[src/rtl/mulf_seq.sv]
// Sequential floating-point multiplier with a radix-2 shift-add significand core.
// Fixed latency: MUL for MAN_W+1 cycles, then one NORM cycle, then the result is held in DONE.
module mulf_seq #(
  parameter int EXP_W = 8,
  parameter int MAN_W = 23
) (
  input  logic                   clk,
  input  logic                   rst_n,
  input  logic                   in_valid,
  output logic                   in_ready,
  input  logic [EXP_W+MAN_W:0]   a,
  input  logic [EXP_W+MAN_W:0]   b,
  output logic                   out_valid,
  input  logic                   out_ready,
  output logic [EXP_W+MAN_W:0]   s,
  output logic [3:0]             flags
);

  localparam int W  = 1 + EXP_W + MAN_W;
  localparam int PW = 2 * MAN_W + 2;
  localparam int CW = $clog2(MAN_W + 1);
  localparam logic signed [EXP_W+1:0] BIAS_S = (EXP_W+2)'((1 << (EXP_W - 1)) - 1);
  localparam logic signed [EXP_W+1:0] EMAX_S = (EXP_W+2)'((1 << EXP_W) - 1);
  localparam logic [W-1:0] QNAN = {1'b0, {EXP_W{1'b1}}, 1'b1, {(MAN_W-1){1'b0}}};

  typedef enum logic [1:0] {IDLE, MUL, NORM, DONE} state_t;

  state_t            state_reg;
  logic [W-1:0]      op_reg [2];
  logic [PW-1:0]     mcand_reg;
  logic [MAN_W:0]    mplier_reg;
  logic [PW-1:0]     acc_reg;
  logic [CW-1:0]     cnt_reg;
  logic [W-1:0]      s_reg, s_next;
  logic [3:0]        flags_reg, flags_next;
  logic              in_ready_reg, out_valid_reg;

  // Operand classification, shared by both operands.
  logic [1:0] is_zero, is_inf, is_nan;
  generate
    for (genvar gi = 0; gi < 2; gi++) begin : g_dec
      logic [EXP_W-1:0] ex;
      logic [MAN_W-1:0] fr;
      assign ex          = op_reg[gi][W-2:MAN_W];
      assign fr          = op_reg[gi][MAN_W-1:0];
      assign is_zero[gi] = (ex == '0);
      assign is_inf[gi]  = (&ex) & ~(|fr);
      assign is_nan[gi]  = (&ex) & (|fr);
    end
  endgenerate

  logic                    sign;
  logic signed [EXP_W+1:0] e_base, e_norm, e_fin;
  logic                    hi, guard, sticky, inc;
  logic [MAN_W-1:0]        frac_t;
  logic [MAN_W:0]          frac_r;

  assign sign   = op_reg[0][W-1] ^ op_reg[1][W-1];
  assign e_base = $signed({2'b00, op_reg[0][W-2:MAN_W]}) + $signed({2'b00, op_reg[1][W-2:MAN_W]}) - BIAS_S;

  always_comb begin
    hi = acc_reg[PW-1];
    if (hi) begin
      frac_t = acc_reg[PW-2 -: MAN_W];
      guard  = acc_reg[MAN_W];
      sticky = |acc_reg[MAN_W-1:0];
    end else begin
      frac_t = acc_reg[PW-3 -: MAN_W];
      guard  = acc_reg[MAN_W-1];
      sticky = |acc_reg[MAN_W-2:0];
    end
    e_norm = e_base + {{(EXP_W+1){1'b0}}, hi};
    inc    = guard & (sticky | frac_t[0]);
    frac_r = {1'b0, frac_t} + {{MAN_W{1'b0}}, inc};
    // A rounding carry leaves the fraction field at zero and bumps the exponent.
    e_fin  = e_norm + {{(EXP_W+1){1'b0}}, frac_r[MAN_W]};

    s_next     = {sign, e_fin[EXP_W-1:0], frac_r[MAN_W-1:0]};
    flags_next = {3'b000, guard | sticky};
    if ((|is_nan) || ((|is_inf) && (|is_zero))) begin
      s_next     = QNAN;
      flags_next = 4'b1000;
    end else if (|is_inf) begin
      s_next     = {sign, {EXP_W{1'b1}}, {MAN_W{1'b0}}};
      flags_next = 4'b0000;
    end else if (|is_zero) begin
      s_next     = {sign, {(W-1){1'b0}}};
      flags_next = 4'b0000;
    end else if (e_fin >= EMAX_S) begin
      s_next     = {sign, {EXP_W{1'b1}}, {MAN_W{1'b0}}};
      flags_next = 4'b0101;
    end else if (e_fin[EXP_W+1] || (e_fin == '0)) begin
      s_next     = {sign, {(W-1){1'b0}}};
      flags_next = 4'b0011;
    end
  end

  always_ff @(posedge clk or negedge rst_n) begin
    if (!rst_n) begin
      state_reg     <= IDLE;
      op_reg[0]     <= '0;
      op_reg[1]     <= '0;
      mcand_reg     <= '0;
      mplier_reg    <= '0;
      acc_reg       <= '0;
      cnt_reg       <= '0;
      s_reg         <= '0;
      flags_reg     <= '0;
      in_ready_reg  <= 1'b1;
      out_valid_reg <= 1'b0;
    end else begin
      case (state_reg)
        IDLE: begin
          if (in_valid) begin
            op_reg[0]    <= a;
            op_reg[1]    <= b;
            mcand_reg    <= PW'({1'b1, a[MAN_W-1:0]});
            mplier_reg   <= {1'b1, b[MAN_W-1:0]};
            acc_reg      <= '0;
            cnt_reg      <= '0;
            in_ready_reg <= 1'b0;
            state_reg    <= MUL;
          end
        end
        MUL: begin
          // Zero/special operands still run the full loop so latency never varies.
          if (mplier_reg[0]) acc_reg <= acc_reg + mcand_reg;
          mcand_reg  <= mcand_reg << 1;
          mplier_reg <= mplier_reg >> 1;
          cnt_reg    <= cnt_reg + 1'b1;
          if (cnt_reg == CW'(MAN_W)) state_reg <= NORM;
        end
        NORM: begin
          s_reg         <= s_next;
          flags_reg     <= flags_next;
          out_valid_reg <= 1'b1;
          state_reg     <= DONE;
        end
        DONE: begin
          if (out_ready) begin
            out_valid_reg <= 1'b0;
            in_ready_reg  <= 1'b1;
            state_reg     <= IDLE;
          end
        end
        default: state_reg <= IDLE;
      endcase
    end
  end

  assign in_ready  = in_ready_reg;
  assign out_valid = out_valid_reg;
  assign s         = s_reg;
  assign flags     = flags_reg;

endmodule
[config.mk]
export PLATFORM = sky130hd
export DESIGN_NAME = mulf_seq
export DESIGN_NICKNAME = d
export VERILOG_FILES = /design/src/rtl/mulf_seq.sv
export SDC_FILE = /design/constraint.sdc
export NUM_CORES = 1
export LEC_CHECK = 0
export CAP_MARGIN = 20
export CORE_UTILIZATION = 35
export CTS_BUF_LIST = sky130_fd_sc_hd__clkbuf_8 sky130_fd_sc_hd__clkbuf_16
export DETAILED_ROUTE_END_ITERATION = 8
export SYNTH_ARGS = -nofsm -noshare
export SYNTH_HDL_FRONTEND = slang
export SYNTH_SLANG_ARGS = --single-unit
[constraint.sdc]
create_clock -name clk -period 5.9 [get_ports clk]
set_input_delay 1.18 -clock clk [delete_from_list [all_inputs] [get_ports clk]]
set_output_delay 1.18 -clock clk [all_outputs]
set_load 0.005 [all_outputs]
==> Word-level counts from Yosys, hierarchy flattened <==
Index checks and enable logic that the tools add are counted.
{ "op_classes": {"n_addsub": 7, "order_cmp": 1, "n_eq_ne": 8, "n_mux": 31, "n_bitwise": 10, "reduce_logical": 25} }
{ "ops": {"columns": ["cell", "count"], "rows": [
  ["$pmux W48 S2", 2],
  ["$mux W48", 3],
  ["$mux W31", 4],
  ["$reduce_or A23 Y1", 3],
  ["$add A48 B48 Y48", 1],
  ["$pmux W24 S2", 1],
  ["$mux W32", 1],
  ["$add A23 B1 Y24", 1],
  ["$mux W24", 1],
  ["$mux W23", 1],
  ["$reduce_or A22 Y1", 1],
  ["$add A10 B1 Y10", 2],
  ["$logic_not A8 Y1", 2],
  ["$reduce_and A8 Y1", 2],
  ["$ge A10 B9 Y1 const B", 1],
  ["$logic_not A10 Y1", 1],
  ["$pmux W5 S2", 1],
  ["$sub A9 B7 Y10 const B", 1],
  ["$add A8 B8 Y9", 1],
  ["$mux W3", 3],
  ["$reduce_and A3 Y1", 3],
  ["$mux W2", 4],
  ["$ne A2 B2 Y1 const B", 4],
  ["$pmux W2 S4", 1],
  ["18 further kinds", 37]
]} }
{ "totals": {"ff_bits": 229, "output_inout_bits": 38, "elab_cells": 93} }

==> Longest topological paths before layout <==
Gate-level depths: netlist of the first run.
{ "logic_depth": {"depth_word": 13, "ltp_mapped": 21, "depth_no_buf": 18} }

==> Least setup slack after synthesis of the first run <==
OpenSTA, ideal clock, no wires.
{ "synth_path": {"path_type": "reg-to-reg", "from": "register acc_reg[47]", "to": "register s_reg[10] (netlist: s[10])", "setup_ps": 135, "t_arrival_ps": 4209, "required_ps": 5765, "setup_slack_ps": 1556, "stages_incl_launch_ff": 21, "n_path_buf": 2, "cell_sequence": "dfrtp_1 > buf_4 > nand2b_1 > a21oi_1 > and4_1 > nand3b_1 > nor3_2 > nand3_1 > fa_1 > fa_1 > nor2b_1 > o21ai_0 > a21boi_1 > o21ai_0 > a21oi_1 > xor2_2 > nor4_2 > nor3b_2 > nand3_1 > buf_2 > o22ai_1"} }
{ "synth_via": {"elab_chain_len": 12} }
{ "synth_lines": {"columns": ["item", "line_no", "source"], "rows": [
  ["start: declaration", "32", "logic [PW-1:0] acc_reg;"],
  ["start signal: assignment", "127", "if (mplier_reg[0]) acc_reg <= acc_reg + mcand_reg;"],
  ["branches (longest 8 deep; another with $add A23 B1 Y24)", null, null],
  ["$mux W31 (*)", "89", "end else if (e_fin >= EMAX_S) begin"],
  ["$mux W31 (*)", "86", "end else if (|is_zero) begin"],
  ["$mux W31 (*)", "83", "end else if (|is_inf) begin"],
  ["$mux W32 (*)", "80", "if ((|is_nan) || ((|is_inf) && (|is_zero))) begin"],
  ["end signal: assignment", "134", "s_reg <= s_next;"],
  ["end: declaration", "34", "logic [W-1:0] s_reg, s_next;"]
]} }
Every way passes the cells marked *.
A chain may end at the register's enable or synchronous reset.

==> Worst setup path after layout of the first run <==
{ "layout_path": {"from": "register acc_reg[47]", "to": "register s_reg[7] (netlist: s[7])"} }
The elaborated chain is that of the path after synthesis.

==> results of run 1 <==
[worst register-to-register path: cells and delay by family (launching register included)]
kind | cells | cell delay, ns
compound gates | 6 | 1.19
xor+xnor | 1 | 0.16
fa+ha+maj | 2 | 0.84
buf+inv | 1 | 0.36
flops | 1 | 0.68
mux | 1 | 0.14
simple gates | 7 | 1.82
[cell type report]
cell class / instances / area share [%]
clock buffer: 34 / 4.95
antenna: 2 / 0.0321
multi-input combinational: 1008 / 44.9
sequential: 229 / 36.7
inverter: 53 / 1.27
clock inverter: 15 / 1.02
tap: 468 / 3.75
timing repair buffer: 115 / 7.33
[placed cells by master, fill, tap and decap left out, types with 37 or more instances in the layout]
cell / netlist / layout
a21oi_1: 74 / 73
clkdlybuf4s50_1: 0 / 104
dfrtp_1: 228 / 228
ha_1: 69 / 68
inv_1: 53 / 58
mux2_2: 67 / 67
mux2i_1: 54 / 54
nand2_1: 165 / 163
nor2_1: 66 / 66
o21ai_0: 125 / 125
xnor2_1: 37 / 37
xor2_1: 38 / 38
[metal layers]
layer	global-route usage [%]	wire length (um)	vias to the layer above
met5	0	0	-
met4	4.51	734	0
met3	2.48	1330	44
met2	27.1	14300	196
met1	23.5	15200	4869
li1	-	-	5051
[worst max-delay path by stage]
stage,start,to,slack (ns),depth (start not counted)
detailed placement,acc_reg[47],s[6],0.36,18
finish,acc_reg[47],s[7],0.60,18
floorplan,acc_reg[47],s[10],1.56,20
CTS,acc_reg[47],s[6],0.35,18
global placement,acc_reg[47],s[8],0.58,18
global route,acc_reg[47],s[17],0.13,18
[power by group]
part | switching [uW] | internal, uW
Clock | 675 | 1050
Combinational | 1890 | 1430
Sequential | 439 | 2140
[cells by family after synthesis]
group / Yosys count / synth area share, %
buf+inv: 119 / 3.50
mux: 121 / 9.83
simple gates: 374 / 13.4
compound gates: 365 / 17.6
fa+ha+maj: 72 / 7.01
xor+xnor: 76 / 5.11
flops: 229 / 43.5
[metrics by stage]
| step | setup WS, ns | power (uW) | util [%] | cells | instance area [sq um] |
|---|---|---|---|---|---|
| 2_1_floorplan | 1.56 | 4960 | - | 1356 | 13200 |
| 3_3_place_gp | 0.581 | 5840 | 39.9 | 1873 | 14700 |
| 3_5_place_dp | 0.359 | 5930 | 39.9 | 1873 | 14700 |
| 4_1_cts | 0.352 | 7690 | 42.4 | 1922 | 15600 |
| 5_1_grt | 0.133 | 8250 | 42.4 | 1922 | 15600 |
| 6_report | 0.602 | 7620 | 42.4 | 1924 | 15600 |
==> impl_metrics.env, run 1 <==
export IMPL_status="complete, no violations"
export IMPL_vdd_drop_max_mv=0.223
export IMPL_cp_end_kind="flop"
export IMPL_crit_slowest_cell="dfrtp_1"
export IMPL_synth_edf_count=0
export IMPL_setup_violations=0
export IMPL_cts_root_buf="clkbuf_16"
export IMPL_tightest_slew_ns=0.976
export IMPL_syn_area_sq_um=13200
export IMPL_post_cts_buffers=0
export IMPL_yosysMostFrequentCell="dfrtp_1"
export IMPL_cp_arrival_ns=5.73
export IMPL_async_flop_share_pct=100
export IMPL_start_util_pct=35.8
export IMPL_synth_commonest_cells="dfrtp_1, nand2_1, o21ai_0, a21oi_1, ha_1"
export IMPL_synth_top_area_share_pct=43.3
export IMPL_vias=10200
export IMPL_syn2layout_area_growth_pct=18.5
export IMPL_cts_sinks=229
export IMPL_critPathLaunchType="flop"
export IMPL_wire_per_inst_um=16.4
export IMPL_yosys_register_bits=229
export IMPL_period_minus_slack_ns=5.30
export IMPL_die_area_sq_um=38400
export IMPL_hp_class="flop to flop"
export IMPL_timing_hold_ws_ns=0.476
export IMPL_r2r_end="s[7]"
export IMPL_path_max_fanout=22
export IMPL_setup_tns_ns=0
export IMPL_num_rows=70
export IMPL_cts_resized=0
export IMPL_grt_max_degree=126
export IMPL_leakagePower_uw=0.00667
export IMPL_grt_overflow_total=0
export IMPL_cts_buffers=27
export IMPL_grt_pass1_wl_um=53100
export IMPL_holdBufCountCts=0
export IMPL_ys_warn_count=0
export IMPL_nets=1574
export IMPL_grt_setup_unrepaired="no"
export IMPL_ys_types=73
export IMPL_clk_pin_slew_ns=0.06
export IMPL_synth_top_cell_by_area="dfrtp_1"
export IMPL_slew_limit_headroom_pct=34.9
export IMPL_cp_num_buf_inv=1
export IMPL_dieWidth_um=196
export IMPL_cp_data_required_time_ns=6.33
export IMPL_power_density_nw_per_um2=488
export IMPL_whs_endpoint="mplier_reg[1]"
export IMPL_cpPeakStageDelay_ns=0.68
export IMPL_gp_routability_congestion=0.880
export IMPL_clock_latency_ns=0.54
export IMPL_ctsLongestPathBuffers=3
export IMPL_syn_num_nets=1496
export IMPL_holdPathStages=2
export IMPL_firstDrtPassIters=5
export IMPL_worstSetupPathType="flop to flop"
export IMPL_hpwl_um=22800
export IMPL_grtUsageTotal_pct=16.8
export IMPL_cts_tree="yes"
export IMPL_synthFlopType="dfrtp_1"
export IMPL_synthCells=1356
export IMPL_worstHoldStart="mplier_reg[1]"
export IMPL_drive_gt1_share_pct=10.7
export IMPL_core_area_sq_um=36800
export IMPL_area_sequential_sq_um=5730
export IMPL_max_cap_violations=0
export IMPL_drt_vias_per_instance=5.28
export IMPL_skew_ns=0.0181
export IMPL_crit_path_cell_trace="buf_4, mux2i_1, nor3_1, nand3b_1, nor3_2, nand3_1, fa_1, fa_1, nor2b_1, o21ai_0, a21boi_1, o21ai_0, a21oi_1, xor2_2, a41oi_1, nor3b_2, nand3_2, o22ai_1"
export IMPL_n_fill_cell=3612
export IMPL_finalCritPeriodShare_pct=89.8
export IMPL_synthTopCellsByArea="dfrtp_1, ha_1, mux2_2, o21ai_0, nand2_1"
export IMPL_r2r_start="acc_reg[47]"
export IMPL_drtAntennaViolNets=0
export IMPL_rr_worst_depth=18
export IMPL_drt_initial_drc_count=522
export IMPL_synth_area_per_cell_sq_um=9.72
export IMPL_htreeDepth=1
export IMPL_drv_slew=0
export IMPL_drc=0
export IMPL_ys_seq_area_share_pct=43.5
export IMPL_io_buffers=105
export IMPL_fmax_mhz=189
export IMPL_grt_pass1_vias=10100
export IMPL_antenna_found_initial=1
export IMPL_routed_wl_um=31600
export IMPL_path_delay_family="simple AND/OR/NAND/NOR gates"
export IMPL_multi_input_area_sq_um=7020
export IMPL_ios=106
export IMPL_die_h_um=196
export IMPL_hold_violations=0
export IMPL_ff2ff_setup_slack_ns=0.60
(Power assumes the default switching activity.)
==> run 2: changes to the inputs <==
--- a/config.mk
+++ b/config.mk
@@ -6,9 +6,10 @@
 export NUM_CORES = 1
 export LEC_CHECK = 0
 export CAP_MARGIN = 20
-export CORE_UTILIZATION = 35
+export CORE_UTILIZATION = 53
 export CTS_BUF_LIST = sky130_fd_sc_hd__clkbuf_8 sky130_fd_sc_hd__clkbuf_16
 export DETAILED_ROUTE_END_ITERATION = 8
+export PLACE_DENSITY = 0.77
 export SYNTH_ARGS = -nofsm -noshare
 export SYNTH_HDL_FRONTEND = slang
 export SYNTH_SLANG_ARGS = --single-unit
==> constraint.sdc (replaced) <==
create_clock -name clk -period 4.45 [get_ports clk]
set_input_delay 0.89 -clock clk [delete_from_list [all_inputs] [get_ports clk]]
set_output_delay 0.89 -clock clk [all_outputs]
set_load 0.005 [all_outputs]
==> impl_metrics.env, run 2 (synthesized netlist as in run 1, its figures left out) <==
export IMPL_timing_hold_ws_ns=0.303
export IMPL_setup_tns_ns=0
export IMPL_cts_root_buf="clkbuf_16"
export IMPL_tightest_slew_ns=0.958
export IMPL_cts_buffers=25
export IMPL_core_area_sq_um=24300
export IMPL_start_util_pct=54.2
export IMPL_cts_tree="yes"
export IMPL_grt_setup_unrepaired="no"
export IMPL_grt_pass1_wl_um=51400
export IMPL_die_h_um=160
export IMPL_period_minus_slack_ns=4.18
export IMPL_drt_vias_per_instance=5.85
export IMPL_status="complete, no violations"
export IMPL_firstDrtPassIters=6
export IMPL_drv_slew=0
export IMPL_multi_input_area_sq_um=7090
export IMPL_vias=10500
export IMPL_grt_overflow_total=0
export IMPL_io_buffers=105
export IMPL_path_max_fanout=22
export IMPL_hpwl_um=21500
export IMPL_hold_violations=0
export IMPL_area_sequential_sq_um=5730
export IMPL_num_rows=57
export IMPL_cp_end_kind="flop"
export IMPL_cts_sinks=229
export IMPL_ios=106
export IMPL_routed_wl_um=30500
export IMPL_finalCritPeriodShare_pct=94.0
export IMPL_worstSetupPathType="flop to flop"
export IMPL_power_density_nw_per_um2=649
export IMPL_drc=0
export IMPL_grtUsageTotal_pct=24.3
export IMPL_final_common_cell="dfrtp_1"
export IMPL_vdd_drop_max_mv=0.435
export IMPL_die_area_sq_um=25500
export IMPL_n_fill_cell=1942
export IMPL_max_cap_violations=0
export IMPL_drtAntennaViolNets=0
export IMPL_skew_ns=0.0117
export IMPL_syn2layout_area_growth_pct=18.5
export IMPL_setup_violations=0
export IMPL_nets=1600
export IMPL_grt_pass1_vias=10300
export IMPL_n_antenna_cell=0
export IMPL_critPathLaunchType="flop"
export IMPL_slew_limit_headroom_pct=35.9
export IMPL_dieWidth_um=160
export IMPL_crit_slowest_cell="dfrtp_2"
export IMPL_leakagePower_uw=0.00678
export IMPL_holdBufCountCts=0
export IMPL_clk_pin_slew_ns=0.06
export IMPL_cpPeakStageDelay_ns=0.44
export IMPL_clock_latency_ns=0.53
export IMPL_grt_max_degree=118
export IMPL_fmax_mhz=239
export IMPL_hp_class="input pin to async pin"
export IMPL_antenna_found_initial=0
export IMPL_wire_per_inst_um=16.9
export IMPL_drt_initial_drc_count=691
export IMPL_htreeDepth=1
export IMPL_cp_data_required_time_ns=4.89
export IMPL_crit_path_cell_trace="nand2b_4, a21boi_2, and4_4, nand3b_1, nor3_2, nand3_1, fa_2, fa_2, nor2b_1, o21ai_1, a21boi_2, o21ai_2, nor2b_1, xnor2_2, a41oi_2, nor3b_4, nand3_2, buf_12, o22ai_1"
export IMPL_cp_arrival_ns=4.62
export IMPL_final_cell_mix="dfrtp_1, nand2_1, o21ai_0, clkdlybuf4s50_1, a21oi_1"
export IMPL_gp_routability_congestion=0.907
export IMPL_drive_gt1_share_pct=13.2
export IMPL_ctsLongestPathBuffers=3
==> run 2: changes by cell type in the layout (fill, tap and decap cells not counted), moves of 3 or more <==
cell,change
buf_4,+23
clkinv_2,+7
clkbuf_8,-4
o21ai_0,-3
==> run 2: per-layer routing <==
metal	vias to the layer above	track usage (%)	wire [um]
li1	5099	-	-
met1	5092	33.1	13500
met2	264	40.3	14700
met3	74	3.19	1350
met4	0	7.78	941
met5	-	0	0
==> run 2: final cells by class <==
class | instances | area share, %
Timing Repair Buffer | 143 | 9.05
Inverter | 53 | 1.27
Multi-Input combinational cell | 1008 | 45.4
Clock buffer | 28 | 4.27
Tap cell | 324 | 2.60
Sequential cell | 229 | 36.7
Clock inverter | 15 | 0.657
==> run 2: worst max-delay path: cells and delay by family (launching register included) <==
kind	cells	cell delay, ns
and+or+nand+nor	9	1.63
DFF	1	0.44
AOI/OAI and AO/OA	6	0.91
buffers and inverters	1	0.18
xor gates and xnor gates	1	0.18
adders and majority gates	2	0.74
==> run 2: power by group <==
part	total, uW	internal (uW)	switching, uW
clock network	1950	1130	825
logic	4790	2110	2680
registers	3390	2840	554
total	10100	6070	4050
==> run 2: path summary, 6_finish.rpt <==
kind | startpoint | end | slack (ns) | cells past startpoint
max in group asynchronous | rst_n | g_dec[1].ex[7] | 3.09 | 2
min in group clk | mplier_reg[9] | mplier_reg[9] | 0.49 | 2
worst min-delay path | rst_n | mplier_reg[16] | 0.30 | 1
worst max-delay path | acc_reg[47] | s[6] | 0.27 | 19
worst min register to register | mplier_reg[9] | mplier_reg[9] | 0.49 | 2
worst max register to register | acc_reg[47] | s[6] | 0.27 | 19
==> run 2: repair_timing <==
| action | in CTS | in global routing |
|---|---|---|
| setup buffers | 1 | 5 |
| setup endpoints to repair | 24 | 29 |
| pin swaps | 2 | 8 |
| gates resized for setup | 8 | 18 |
| cloned | 0 | 1 |
==> run 2: through the flow <==
| stage | setup WS, ns | cell area (sq um) | utilization (%) | std cells | total power [uW] |
|---|---|---|---|---|---|
| 2_1_floorplan | 0.106 | 13200 | - | 1356 | 6580 |
| 3_3_place_gp | 0.128 | 14700 | 60.3 | 1749 | 7710 |
| 3_5_place_dp | -0.156 | 14700 | 60.3 | 1749 | 7870 |
| 4_1_cts | 0.0139 | 15500 | 63.6 | 1793 | 9960 |
| 5_1_grt | 0.0179 | 15600 | 64.2 | 1800 | 10900 |
| 6_report | 0.266 | 15600 | 64.2 | 1800 | 10100 |
==> run 3: changes to the inputs <==
--- a/config.mk
+++ b/config.mk
@@ -6,10 +6,10 @@
 export NUM_CORES = 1
 export LEC_CHECK = 0
 export CAP_MARGIN = 20
-export CORE_UTILIZATION = 53
+export CORE_UTILIZATION = 59
 export CTS_BUF_LIST = sky130_fd_sc_hd__clkbuf_8 sky130_fd_sc_hd__clkbuf_16
 export DETAILED_ROUTE_END_ITERATION = 8
-export PLACE_DENSITY = 0.77
+export PLACE_DENSITY = 0.81
 export SYNTH_ARGS = -nofsm -noshare
 export SYNTH_HDL_FRONTEND = slang
 export SYNTH_SLANG_ARGS = --single-unit
==> constraint.sdc (replaced) <==
create_clock -name clk -period 4.3 [get_ports clk]
set_input_delay 0.86 -clock clk [delete_from_list [all_inputs] [get_ports clk]]
set_output_delay 0.86 -clock clk [all_outputs]
set_load 0.005 [all_outputs]
==> impl_metrics.env, run 3 (synthesized netlist as in run 1, its figures left out) <==
export IMPL_status="complete, no violations"
export IMPL_period_minus_slack_ns=4.21
export IMPL_dieWidth_um=151
export IMPL_max_cap_violations=0
export IMPL_final_common_cell="dfrtp_1"
export IMPL_skew_ns=0.0170
export IMPL_power_density_nw_per_um2=686
export IMPL_cp_data_required_time_ns=4.73
export IMPL_drc=0
export IMPL_slew_limit_headroom_pct=36.3
export IMPL_io_buffers=105
export IMPL_nets=1614
export IMPL_drive_gt1_share_pct=14.1
export IMPL_cts_buffers=26
export IMPL_syn2layout_area_growth_pct=19.9
export IMPL_drtAntennaViolNets=0
export IMPL_setup_tns_ns=0
export IMPL_htreeDepth=1
export IMPL_die_h_um=151
export IMPL_n_fill_cell=1534
export IMPL_cts_tree="yes"
export IMPL_worstSetupPathType="flop to flop"
export IMPL_fin_ws_ns=0.0939
export IMPL_grt_overflow_total=0
export IMPL_wl_met1_um=13400
export IMPL_start_util_pct=60.2
export IMPL_routed_wl_um=30700
export IMPL_drt_vias_per_instance=5.96
export IMPL_die_area_sq_um=22900
export IMPL_hpwl_um=21500
export IMPL_cts_root_buf="clkbuf_16"
export IMPL_antenna_found_initial=0
export IMPL_firstDrtPassIters=5
export IMPL_vdd_drop_max_mv=0.675
export IMPL_gp_routability_congestion=0.938
export IMPL_tightest_slew_ns=0.952
export IMPL_wl_met3_um=1460
export IMPL_cp_end_kind="flop"
export IMPL_finalCritPeriodShare_pct=97.8
export IMPL_dr_max_layer_used="met4"
export IMPL_pre_cts_ws_ns=-0.150
export IMPL_finalPower_uw=10800
export IMPL_rr_worst_depth=20
export IMPL_n_antenna_cell=0
export IMPL_hp_class="input pin to async pin"
export IMPL_final_cell_mix="dfrtp_1, nand2_1, o21ai_0, clkdlybuf4s50_1, a21oi_1"
export IMPL_grtUsageTotal_pct=27.5
export IMPL_cp_arrival_ns=4.63
export IMPL_drv_slew=0
export IMPL_grt_pass1_wl_um=50600
export IMPL_leakagePower_uw=0.00691
export IMPL_clock_latency_ns=0.53
export IMPL_timing_hold_ws_ns=0.307
export IMPL_hold_violations=0
export IMPL_ios=106
export IMPL_ctsLongestPathBuffers=3
export IMPL_num_rows=54
export IMPL_fmax_mhz=238
export IMPL_path_max_fanout=8
export IMPL_wire_per_inst_um=17.3
export IMPL_setup_violations=0
export IMPL_finish_utilization_pct=72.1
export IMPL_vias=10600
export IMPL_drt_initial_drc_count=601
export IMPL_wl_met2_um=15100
export IMPL_clk_pin_slew_ns=0.06
export IMPL_grt_max_degree=118
export IMPL_cts_sinks=229
export IMPL_core_area_sq_um=21900
export IMPL_critPathLaunchType="flop"
export IMPL_grt_pass1_vias=10300
[run 3: cell count changes in the layout (fill, tap and decap cells not counted), sizes merged]
cell	change
inv	+2
clkbuf	+1
buf	+12
clkinv	-3
bufinv	+3
clkinvlp	+3
[run 3: per-stage QoR]
step | instances | instance area, sq um
after floorplan | 1356 | 13200
after global placement | 1714 | 14700
after detailed placement | 1714 | 14700
after CTS | 1764 | 15600
after global routing | 1774 | 15800
final | 1774 | 15800
[run 3: what timing repair did]
| item | in CTS | in global routing |
|---|---|---|
| gates resized for setup | 3 | 20 |
| pin swaps | 2 | 6 |
| hold buffers | 0 | 0 |
| setup endpoints to repair | 24 | 30 |
| setup buffers | 2 | 6 |
| cloned | 0 | 3 |
[run 3: path summary, 6_finish.rpt]
kind / from / end / slack [ns]
hold / removal: rst_n / g_dec[0].ex[6] / 0.31
hold reg to reg: flags[3] / flags[3] / 0.48
setup / recovery: acc_reg[47] / s[12] / 0.09
setup reg to reg: acc_reg[47] / s[12] / 0.09
min in group clk: flags[3] / flags[3] / 0.48
max in group asynchronous: rst_n / acc_reg[47] / 3.02
[run 3: critical path, stage by stage (launching register included)]
cell	delay, ns
dfrtp_2	0.45
buf_6	0.14
nand2_1	0.10
a21oi_2	0.18
and4_1	0.23
nand3b_1	0.13
nor3_2	0.23
nand3_1	0.12
fa_2	0.37
fa_2	0.35
nor2b_1	0.12
o21ai_1	0.09
a21boi_2	0.17
o21ai_2	0.08
nor2b_2	0.17
xnor2_2	0.17
a41oi_2	0.20
nor3b_4	0.28
nand3_4	0.17
buf_12	0.19
o22ai_1	0.17
[run 3: report_power, final]
part           switching (uW)  internal [uW]  total [uW]
Sequential                581           2940        3520
Combinational            2790           2240        5030
Clock                     909           1390        2300
Total                    4280           6560       10800
[run 3: layer usage]
layer  global-route usage [%]  vias up
li1                         -     5128
met1                     36.1     5103
met2                     47.1      289
met3                     3.98       58
met4                     7.80        0
met5                        0        -
[run 3: final cells by class]
| class | count | area (sq um) | area share (%) |
|---|---|---|---|
| tap | 280 | 350 | 2.22 |
| clock buffer | 28 | 678 | 4.29 |
| inverter | 53 | 199 | 1.26 |
| timing repair buffer | 156 | 1510 | 9.59 |
| multi-input combinational | 1008 | 7100 | 44.9 |
| clock inverter | 20 | 224 | 1.42 |
| sequential | 229 | 5730 | 36.3 |
